### src/rtl/srt4_pkg.sv
// Shared types and constants for the srt4 host sequencer.
package srt4_pkg;

  typedef enum logic [2:0] {
    S_IDLE,
    S_BEGIN,
    S_SEND_A,
    S_SEND_B,
    S_WAIT,
    S_RECOVER,
    S_RESP
  } state_t;

  localparam logic [1:0] ST_OK      = 2'b00;
  localparam logic [1:0] ST_DIV0    = 2'b01;
  localparam logic [1:0] ST_TIMEOUT = 2'b10;

  localparam int DEF_TIMEOUT        = 64;
  localparam int DEF_RECOVER_CYCLES = 2;

endpackage

### src/rtl/srt4_host_cycle_timer.sv
// Up-counter with clear and enable; expired is high once the count reaches
// LIMIT-1, i.e. on the LIMIT-th enabled cycle after a clear. Saturates there.
module cycle_timer #(
  parameter int LIMIT = 2
) (
  input  logic clk,
  input  logic rst,
  input  logic clr,
  input  logic en,
  output logic expired
);

  localparam int CW = (LIMIT > 1) ? $clog2(LIMIT) : 1;
  localparam logic [CW-1:0] LAST = CW'(LIMIT - 1);

  logic [CW-1:0] count;

  // count enabled cycles since the last clear, holding at the terminal value
  always_ff @(posedge clk) begin
    if (rst || clr) begin
      count <= '0;
    end else if (en && (count != LAST)) begin
      count <= count + CW'(1);
    end
  end

  assign expired = (count == LAST);

endmodule

### src/rtl/srt4_host.sv
// Host-side sequencer for the srt4 byte-serial divider.
//
//   state     | meaning
//   ----------+-----------------------------------------------------------
//   IDLE      | ready for a request; div0 requests bypass the divider
//   BEGIN     | div_begin pulse, inbus idle
//   SEND_A    | dividend on div_inbus
//   SEND_B    | divisor on div_inbus, wait timer and history cleared
//   WAIT      | track div_outbus until div_end or timeout
//   RECOVER   | hold div_rst_b low after a timeout
//   RESP      | present response until rsp_ready
module srt4_host
  import srt4_pkg::*;
#(
  parameter int DATA_W         = 8,
  parameter int TIMEOUT        = DEF_TIMEOUT,
  parameter int RECOVER_CYCLES = DEF_RECOVER_CYCLES
) (
  input  logic              clk,
  input  logic              rst,
  input  logic              req_valid,
  output logic              req_ready,
  input  logic [DATA_W-1:0] req_dividend,
  input  logic [DATA_W-1:0] req_divisor,
  output logic              rsp_valid,
  input  logic              rsp_ready,
  output logic [DATA_W-1:0] rsp_quotient,
  output logic [DATA_W-1:0] rsp_remainder,
  output logic [1:0]        rsp_status,
  output logic              div_begin,
  output logic [DATA_W-1:0] div_inbus,
  input  logic [DATA_W-1:0] div_outbus,
  input  logic              div_end,
  output logic              div_rst_b
);

  state_t            state, state_next;
  logic [DATA_W-1:0] op_a, op_b;
  logic [DATA_W-1:0] history;
  logic              wait_exp, rec_exp;

  cycle_timer #(.LIMIT(TIMEOUT)) u_wait_timer (
    .clk     (clk),
    .rst     (rst),
    .clr     (state == S_SEND_B),
    .en      (state == S_WAIT),
    .expired (wait_exp)
  );

  cycle_timer #(.LIMIT(RECOVER_CYCLES)) u_rec_timer (
    .clk     (clk),
    .rst     (rst),
    .clr     (state != S_RECOVER),
    .en      (state == S_RECOVER),
    .expired (rec_exp)
  );

  // state register
  always_ff @(posedge clk) begin
    if (rst) state <= S_IDLE;
    else     state <= state_next;
  end

  // next-state decode; div_end beats a simultaneous timeout
  always_comb begin
    state_next = state;
    case (state)
      S_IDLE:    if (req_valid) state_next = (req_divisor == '0) ? S_RESP : S_BEGIN;
      S_BEGIN:   state_next = S_SEND_A;
      S_SEND_A:  state_next = S_SEND_B;
      S_SEND_B:  state_next = S_WAIT;
      S_WAIT: begin
        if (div_end)       state_next = S_RESP;
        else if (wait_exp) state_next = S_RECOVER;
      end
      S_RECOVER: if (rec_exp) state_next = S_RESP;
      S_RESP:    if (rsp_ready) state_next = S_IDLE;
      default:   state_next = S_IDLE;
    endcase
  end

  assign req_ready = (state == S_IDLE);
  assign rsp_valid = (state == S_RESP);

  // divider-side outputs are registered from the next state so they line up
  // with the state they belong to
  always_ff @(posedge clk) begin
    if (rst) begin
      div_begin <= 1'b0;
      div_inbus <= '0;
      div_rst_b <= 1'b0;
    end else begin
      div_begin <= (state_next == S_BEGIN);
      div_rst_b <= (state_next != S_RECOVER);
      case (state_next)
        S_SEND_A: div_inbus <= op_a;
        S_SEND_B: div_inbus <= op_b;
        default:  div_inbus <= '0;
      endcase
    end
  end

  // operand latch and quotient history (outbus one cycle before div_end)
  always_ff @(posedge clk) begin
    if (rst) begin
      op_a    <= '0;
      op_b    <= '0;
      history <= '0;
    end else begin
      if (state == S_IDLE && req_valid) begin
        op_a <= req_dividend;
        op_b <= req_divisor;
      end
      if (state == S_SEND_B)    history <= '0;
      else if (state == S_WAIT) history <= div_outbus;
    end
  end

  // response registers; untouched while in RESP so they stay stable
  always_ff @(posedge clk) begin
    if (rst) begin
      rsp_quotient  <= '0;
      rsp_remainder <= '0;
      rsp_status    <= ST_OK;
    end else if (state == S_IDLE && req_valid && req_divisor == '0) begin
      rsp_quotient  <= '1;
      rsp_remainder <= req_dividend;
      rsp_status    <= ST_DIV0;
    end else if (state == S_WAIT && div_end) begin
      rsp_quotient  <= history;
      rsp_remainder <= div_outbus;
      rsp_status    <= ST_OK;
    end else if (state == S_WAIT && wait_exp) begin
      rsp_quotient  <= '0;
      rsp_remainder <= '0;
      rsp_status    <= ST_TIMEOUT;
    end
  end

endmodule
### config.mk
export PLATFORM = sky130hd
export DESIGN_NAME = srt4_host
export DESIGN_NICKNAME = d
export VERILOG_FILES = /design/src/rtl/srt4_pkg.sv /design/src/rtl/srt4_host_cycle_timer.sv /design/src/rtl/srt4_host.sv
export SDC_FILE = /design/constraint.sdc
export NUM_CORES = 1
export LEC_CHECK = 0
export ABC_AREA = 1
export ABC_CLOCK_PERIOD_IN_PS = 4100
export BUFFER_PORTS_ARGS = -buffer_cell sky130_fd_sc_hd__buf_2
export CORE_UTILIZATION = 50
export CTS_BUF_LIST = sky130_fd_sc_hd__clkbuf_16
export CTS_CLUSTER_DIAMETER = 60
export DETAILED_ROUTE_END_ITERATION = 8
export PLACE_DENSITY_LB_ADDON = 0.12
export SETUP_SLACK_MARGIN = 0.05
export SYNTH_ARGS = -nofsm -noshare
export SYNTH_HDL_FRONTEND = slang
export SYNTH_SLANG_ARGS = --single-unit
### constraint.sdc
create_clock -name clk -period 4.1 [get_ports clk]
set_input_delay 0.82 -clock clk [delete_from_list [all_inputs] [get_ports clk]]
set_output_delay 0.82 -clock clk [all_outputs]
set_load 0.02 [all_outputs]
# Word-level counts from Yosys, hierarchy flattened

Cells that the tools add are included.
W data, S select, Z words.

Add/subtract/negate cells: 2
Mux-type cells: 16
Bitwise operators: 1
Equal/unequal tests: 13
Reduce and logical (&&, ||, !) cells: 13

Operators with widths:

| cell                  | number |
|---|---|
| $mux W8               | 5 |
| $pmux W3 S7           | 1 |
| $mux W3               | 6 |
| $pmux W8 S2           | 1 |
| $eq A3 B2 Y1 const B  | 4 |
| $eq A3 B3 Y1 const B  | 3 |
| $logic_not A8 Y1      | 1 |
| $add A6 B1 Y6 const B | 1 |
| $eq A3 B1 Y1 const B  | 2 |
| $eq A6 B6 Y1 const B  | 1 |
| $logic_and A1 B1 Y1   | 6 |
| $ne A3 B3 Y1 const B  | 2 |
| $ne A6 B6 Y1 const B  | 1 |
| $logic_not A3 Y1      | 1 |
| $mux W1               | 3 |
| $reduce_bool A3 Y1    | 1 |
| $reduce_or A3 Y1      | 1 |
| $logic_or A1 B1 Y1    | 2 |
| $reduce_or A2 Y1      | 1 |
| $add A1 B1 Y1 const B | 1 |
| $not A1 Y1            | 1 |

Bits in registers: 62
Output and inout bits: 30
Bits of input ports: 29
Logic and storage cells: 58

# Logic depth before layout (Yosys ltp)

Depth in word-level cells: 6
Mapped depth: 9
Mapped depth without buffers: 9

# By module

From an unflattened synthesis, not the netlist that was laid out.

Cell total of the unflattened synthesis: 368
Area, all modules: 2,687.6 um2

Modules (own cells, without submodules):

| module                     | area each (um2) | sequential area each (um2) | cells an instance | times used |
|---|---|---|---|---|
| srt4_host                  | 2,309.7         | 1,101.1                    | 313               | 1 |
| cycle_timer (u_wait_timer) | 339.1           | 120.1                      | 49                | 1 |
| cycle_timer (u_rec_timer)  | 38.8            | 20.0                       | 6                 | 1 |

# Least setup slack after synthesis

OpenSTA, ideal clock, no wires.

Path type: input to register
Start: input req_divisor[6]
End: register rsp_quotient[1]
Data arrival time: 1,670 ps
Path buffers: 1
Library setup time: 132 ps
Stages on the path: 7
Setup slack: 2,298 ps
Required time: 3,968 ps
Cell sequence: nor2_1 > nand2_1 > nor2_2 > nand2_4 > buf_2 > nand4_1 > a21oi_1

Cells in the longest elaborated chain, start to end: 3
Elaborated cells on any way between the ends: 4
Classes of those cells: mux: 1; reduce/logical: 3

RTL lines:

| what                                                    | line             | text |
|---|---|---|
| start: declaration                                      | srt4_host.sv:24  | `input logic [DATA_W-1:0] req_divisor,` |
| $logic_not A8 Y1 (*)                                    | srt4_host.sv:125 | `end else if (state == S_IDLE && req_valid && req_divisor == '0) begin` |
| $logic_and A1 B1 Y1 (*)                                 | srt4_host.sv:125 |  |
| $reduce_bool A3 Y1 (no line) or $mux W8 (tied branches) | -                |  |
| end signal: assignment                                  | srt4_host.sv:130 | `rsp_quotient <= history;` |
| end: declaration                                        | srt4_host.sv:27  | `output logic [DATA_W-1:0] rsp_quotient,` |

Mark *: on every way between the ends. The rest lies on a longest branch, timed or not.
A chain may end at the register's enable or synchronous reset.

# Final worst setup path

Start: register state[2]
End: output req_ready

Cells in the longest elaborated chain, start to end: 1

RTL lines:

| what                     | line            | text |
|---|---|---|
| start: declaration       | srt4_host.sv:37 | `state_t state, state_next;` |
| start signal: assignment | srt4_host.sv:61 | `else state <= state_next;` |
| $logic_not A3 Y1         | srt4_host.sv:82 | `assign req_ready = (state == S_IDLE);` |
| end: declaration         | srt4_host.sv:22 | `output logic req_ready,` |

No other way between the ends.

==> impl_results.md <==
* Post-synthesis mux area share at 0%
* Syn Inst Count at approximately 360
* Psw at a little under 400 uW
* Hold/Removal Path Class: register to register
* Leak at between 1 and 1.5 nW
* MaxCap Viol Count at 0
* Period utilisation layout at about half
* Number of buffers added on ports at 58
* Clock buffer depth at 2
* Antenna cells at 0
* Largest family of logic cells by synthesized area: simple AND/OR/NAND/NOR gates
* Worst skew pair latency at between 0.3 and 0.4 ns
* Post-synthesis xor/xnor area fraction at 0%
* Crit-path most repeated cell: inv_1
* Reg-to-reg slack, setup at roughly 2.4 ns
* Sw frac at 26.4%
* Combinational share of power at about an eighth
* CP max stage delay at between 0.5 and 0.6 ns
* Sequential element share of the synthesized area at 46.7%
* Syn Nets at 394
* Routed Wire Length at approximately 6000 um
* Fin. Hold Viols at 0
* CTS sink cnt at 62
* Die W at roughly 75 um
* Layout cells sized above 1 at approximately a fifth
* Cell Area, Synth at 0.00266 mm2
* Crit path DAT at 1.29 ns
* Synth top area cells: dfxtp_1 (47%), nor2_1 (10%), nand2_1 (8.9%), a21oi_1 (6.6%), o21ai_0 (5.5%)
* Avg Vias per Cell at a little over 5
* Fmax at approximately 470 MHz
* Hold path startpoint: history[6]
* Max-slew violations at 0
* Relative slew slack at between 50% and 60%
* Clk Tree Root Cell: clkbuf_16
* Yosys reg bits at 62
* Setup bufs post-CTS at 0
* Cts hold-fix bufs at 0
* DRT Pass-1 Iters at 4
* R2r endpoint: rsp_remainder[3]
* Gr ovfl total at 0
* Die area at 0.00561 mm2
* Synth Area in Compound Gates at between 10 and 15%
* # IOs at 59
* Gates resized, CTS repair at 0
* Vias in the first global route at roughly 2100
* Via count at between 2000 and 2500
* GP Congestion at 0.827
* Worst Hold Path EP: history[6]
* Worst setup SP type: register
* CP max-delay cell: dfxtp_1
* Final setup TNS at 0 ns
* RSZ-0062 raised after global routing: false
* Synthesized area per cell at approximately 7.3 um2
* Worst r2r src: u_wait_timer.count[0]
* Die Ht at between 70 and 80 um
* Min Tclk post-route at between 2 and 2.5 ns
* Clock Power Share at approximately 42%
* Synth cell types at 25
* Cell taking the most area after synthesis: dfxtp_1
* Clock input transition at the sequential cells of the worst setup and hold paths at 0.05 ns
* Hold path depth at 2
* Post-DP HPWL at between 4000 and 5000 um
* Synth Warn # at 0
* Syn-to-layout area delta at 20.3%
* First-pass GRT wire length at about 9500 um
* H-tree depth at 3
* Antenna violations before repair at 0
* Largest net degree at the start of global routing at 30
* Final ANT Viol Nets at 0
* Post-Synth Adder-Cell Area at less than 1%
* DR WL/cell at 12.3 um
* Initial core utilization at between 50% and 60%
* CTS tree: yes
* CP endpoint kind: output port
* Final Skew at approximately 0.005 ns
* CTS buffer count at 9
* Status: complete, no violations
* Post-synthesis simple-gate area fraction at 31.6%
* Core Region at approximately 0.005 mm2
* CP cell instances: inv_1 -> nand2_2 -> inv_1 -> buf_2
* DR DRC count at 0
* GRT Resource Usage Total at 22.8%
* Cell internal pwr at between 1 and 1.5 mW
* VDD IR-drop max at approximately 310 uV
* Synth top area share at 46.7%
* Power Density at 467 mW/mm2
* Reg2reg path depth at 8
* Non-Filler Cell Area, Final at about 0.0032 mm2
* Final #Nets at 447
* Sequential share of power at between 40% and 50%
* WP data required at around 3.3 ns
* CP max FO at 7
* Setup-failing EPs final at 0
* Setup Crit Path Kind: register to output port
* DR iter-0 viols at roughly 140
* Fin util at between 60% and 70%
* Least-Margin Pin Slew at 0.629 ns
* Placed Area at about 0.0029 mm2
* Cell Rows at 26
-- sequential cells by signal, indices dropped and copies added, names as in the netlist --
| signal | flops |
|---|---|
| rsp_quotient | 8 |
| op_b | 8 |
| rsp_status | 2 |
| state | 3 |
| op_a | 8 |
| u_rec_timer.expired | 1 |
| div_rst_b | 1 |
| div_inbus | 8 |
| div_begin | 1 |
| u_wait_timer.count | 6 |
| rsp_remainder | 8 |
| history | 8 |
-- cells by family after synthesis --
| group | Yosys count |
|---|---|
| compound gates | 67 |
| fa+ha+maj | 1 |
| buf+inv | 52 |
| flops | 62 |
| simple gates | 182 |
-- metrics by stage --
step           setup WS (ns)  hold slack (ns)  power (mW)  std cells
2_1_floorplan           2.30            0.429       0.816        364
3_3_place_gp            1.91            0.440       0.867        476
3_5_place_dp            1.84            0.446       0.872        476
4_1_cts                 1.98            0.455        1.51        490
5_1_grt                 1.93            0.465        1.55        490
6_report                1.99            0.451        1.49        490
-- layout make-up --
cell class	instances	area, um2
clock buffers	9	225
flip-flops and latches	62	1240
clock inverters	5	20.0
repair buffers	58	290
well taps	70	87.6
inverters	36	138
fillers	494	1910
multi-input cells	250	1190
-- cells in the final DEF (no fill, tap or decap), drive strengths merged --
master	netlist	final
nand4	19	19
o21ai	29	29
nand2	67	67
nor2	79	79
a31oi	3	3
ha	1	1
dfxtp	62	62
a21oi	35	35
buf	9	58
clkinv	0	4
clkbuf	7	9
nand3b	5	5
nand3	8	8
nor3	4	4
inv	36	37
-- worst max-delay path: cells and delay by family (launching register included) --
family        cells  cell delay [ns]
flops             1             0.51
buf+inv           3             0.31
simple gates      1             0.15
-- per-layer routing --
metal | GRT usage (%) | part of all wire, % | vias up
li1 | - | - | 1283
met1 | 30.5 | 46 | 1109
met2 | 35.0 | 47 | 64
met3 | 6.56 | 6.0 | 7
met4 | 8.81 | 1.2 | 0
met5 | 0 | 0 | -
-- synthesized netlist by cell type --
cell	instances
nor2_4	1
a31oi_1	3
buf_2	5
nor3_1	2
buf_6	2
inv_1	32
o21ai_0	29
buf_4	1
dfxtp_1	62
nand2_2	2
nand3_1	8
nand4_1	19
buf_1	1
inv_2	3
nor3_2	2
inv_4	1
nand3b_1	5
nor2_8	2
nand2_4	2
nand2_1	63
nor2_2	2
ha_1	1
clkbuf_1	7
a21oi_1	35
nor2_1	74
-- how the worst max path moves through the flow --
stage	cells after the start	to	start	slack (ns)
after floorplan	7	rsp_quotient[1]	req_divisor[6]	2.30
after global placement	9	rsp_remainder[3]	req_divisor[4]	1.91
after detailed placement	9	rsp_remainder[3]	req_divisor[4]	1.84
after CTS	4	req_ready	state[2]	1.98
after global routing	4	req_ready	state[2]	1.93
final	4	req_ready	state[2]	1.99
-- power groups by stage --
stage               clock [mW]  sequential, mW  combinational (mW)
floorplan                    0           0.688               0.127
global placement             0           0.684               0.184
global route             0.667           0.677               0.210
finish                   0.631           0.673               0.187
CTS                      0.645           0.672               0.188
detailed placement           0           0.684               0.187
Power figures use the tool's default switching activity.
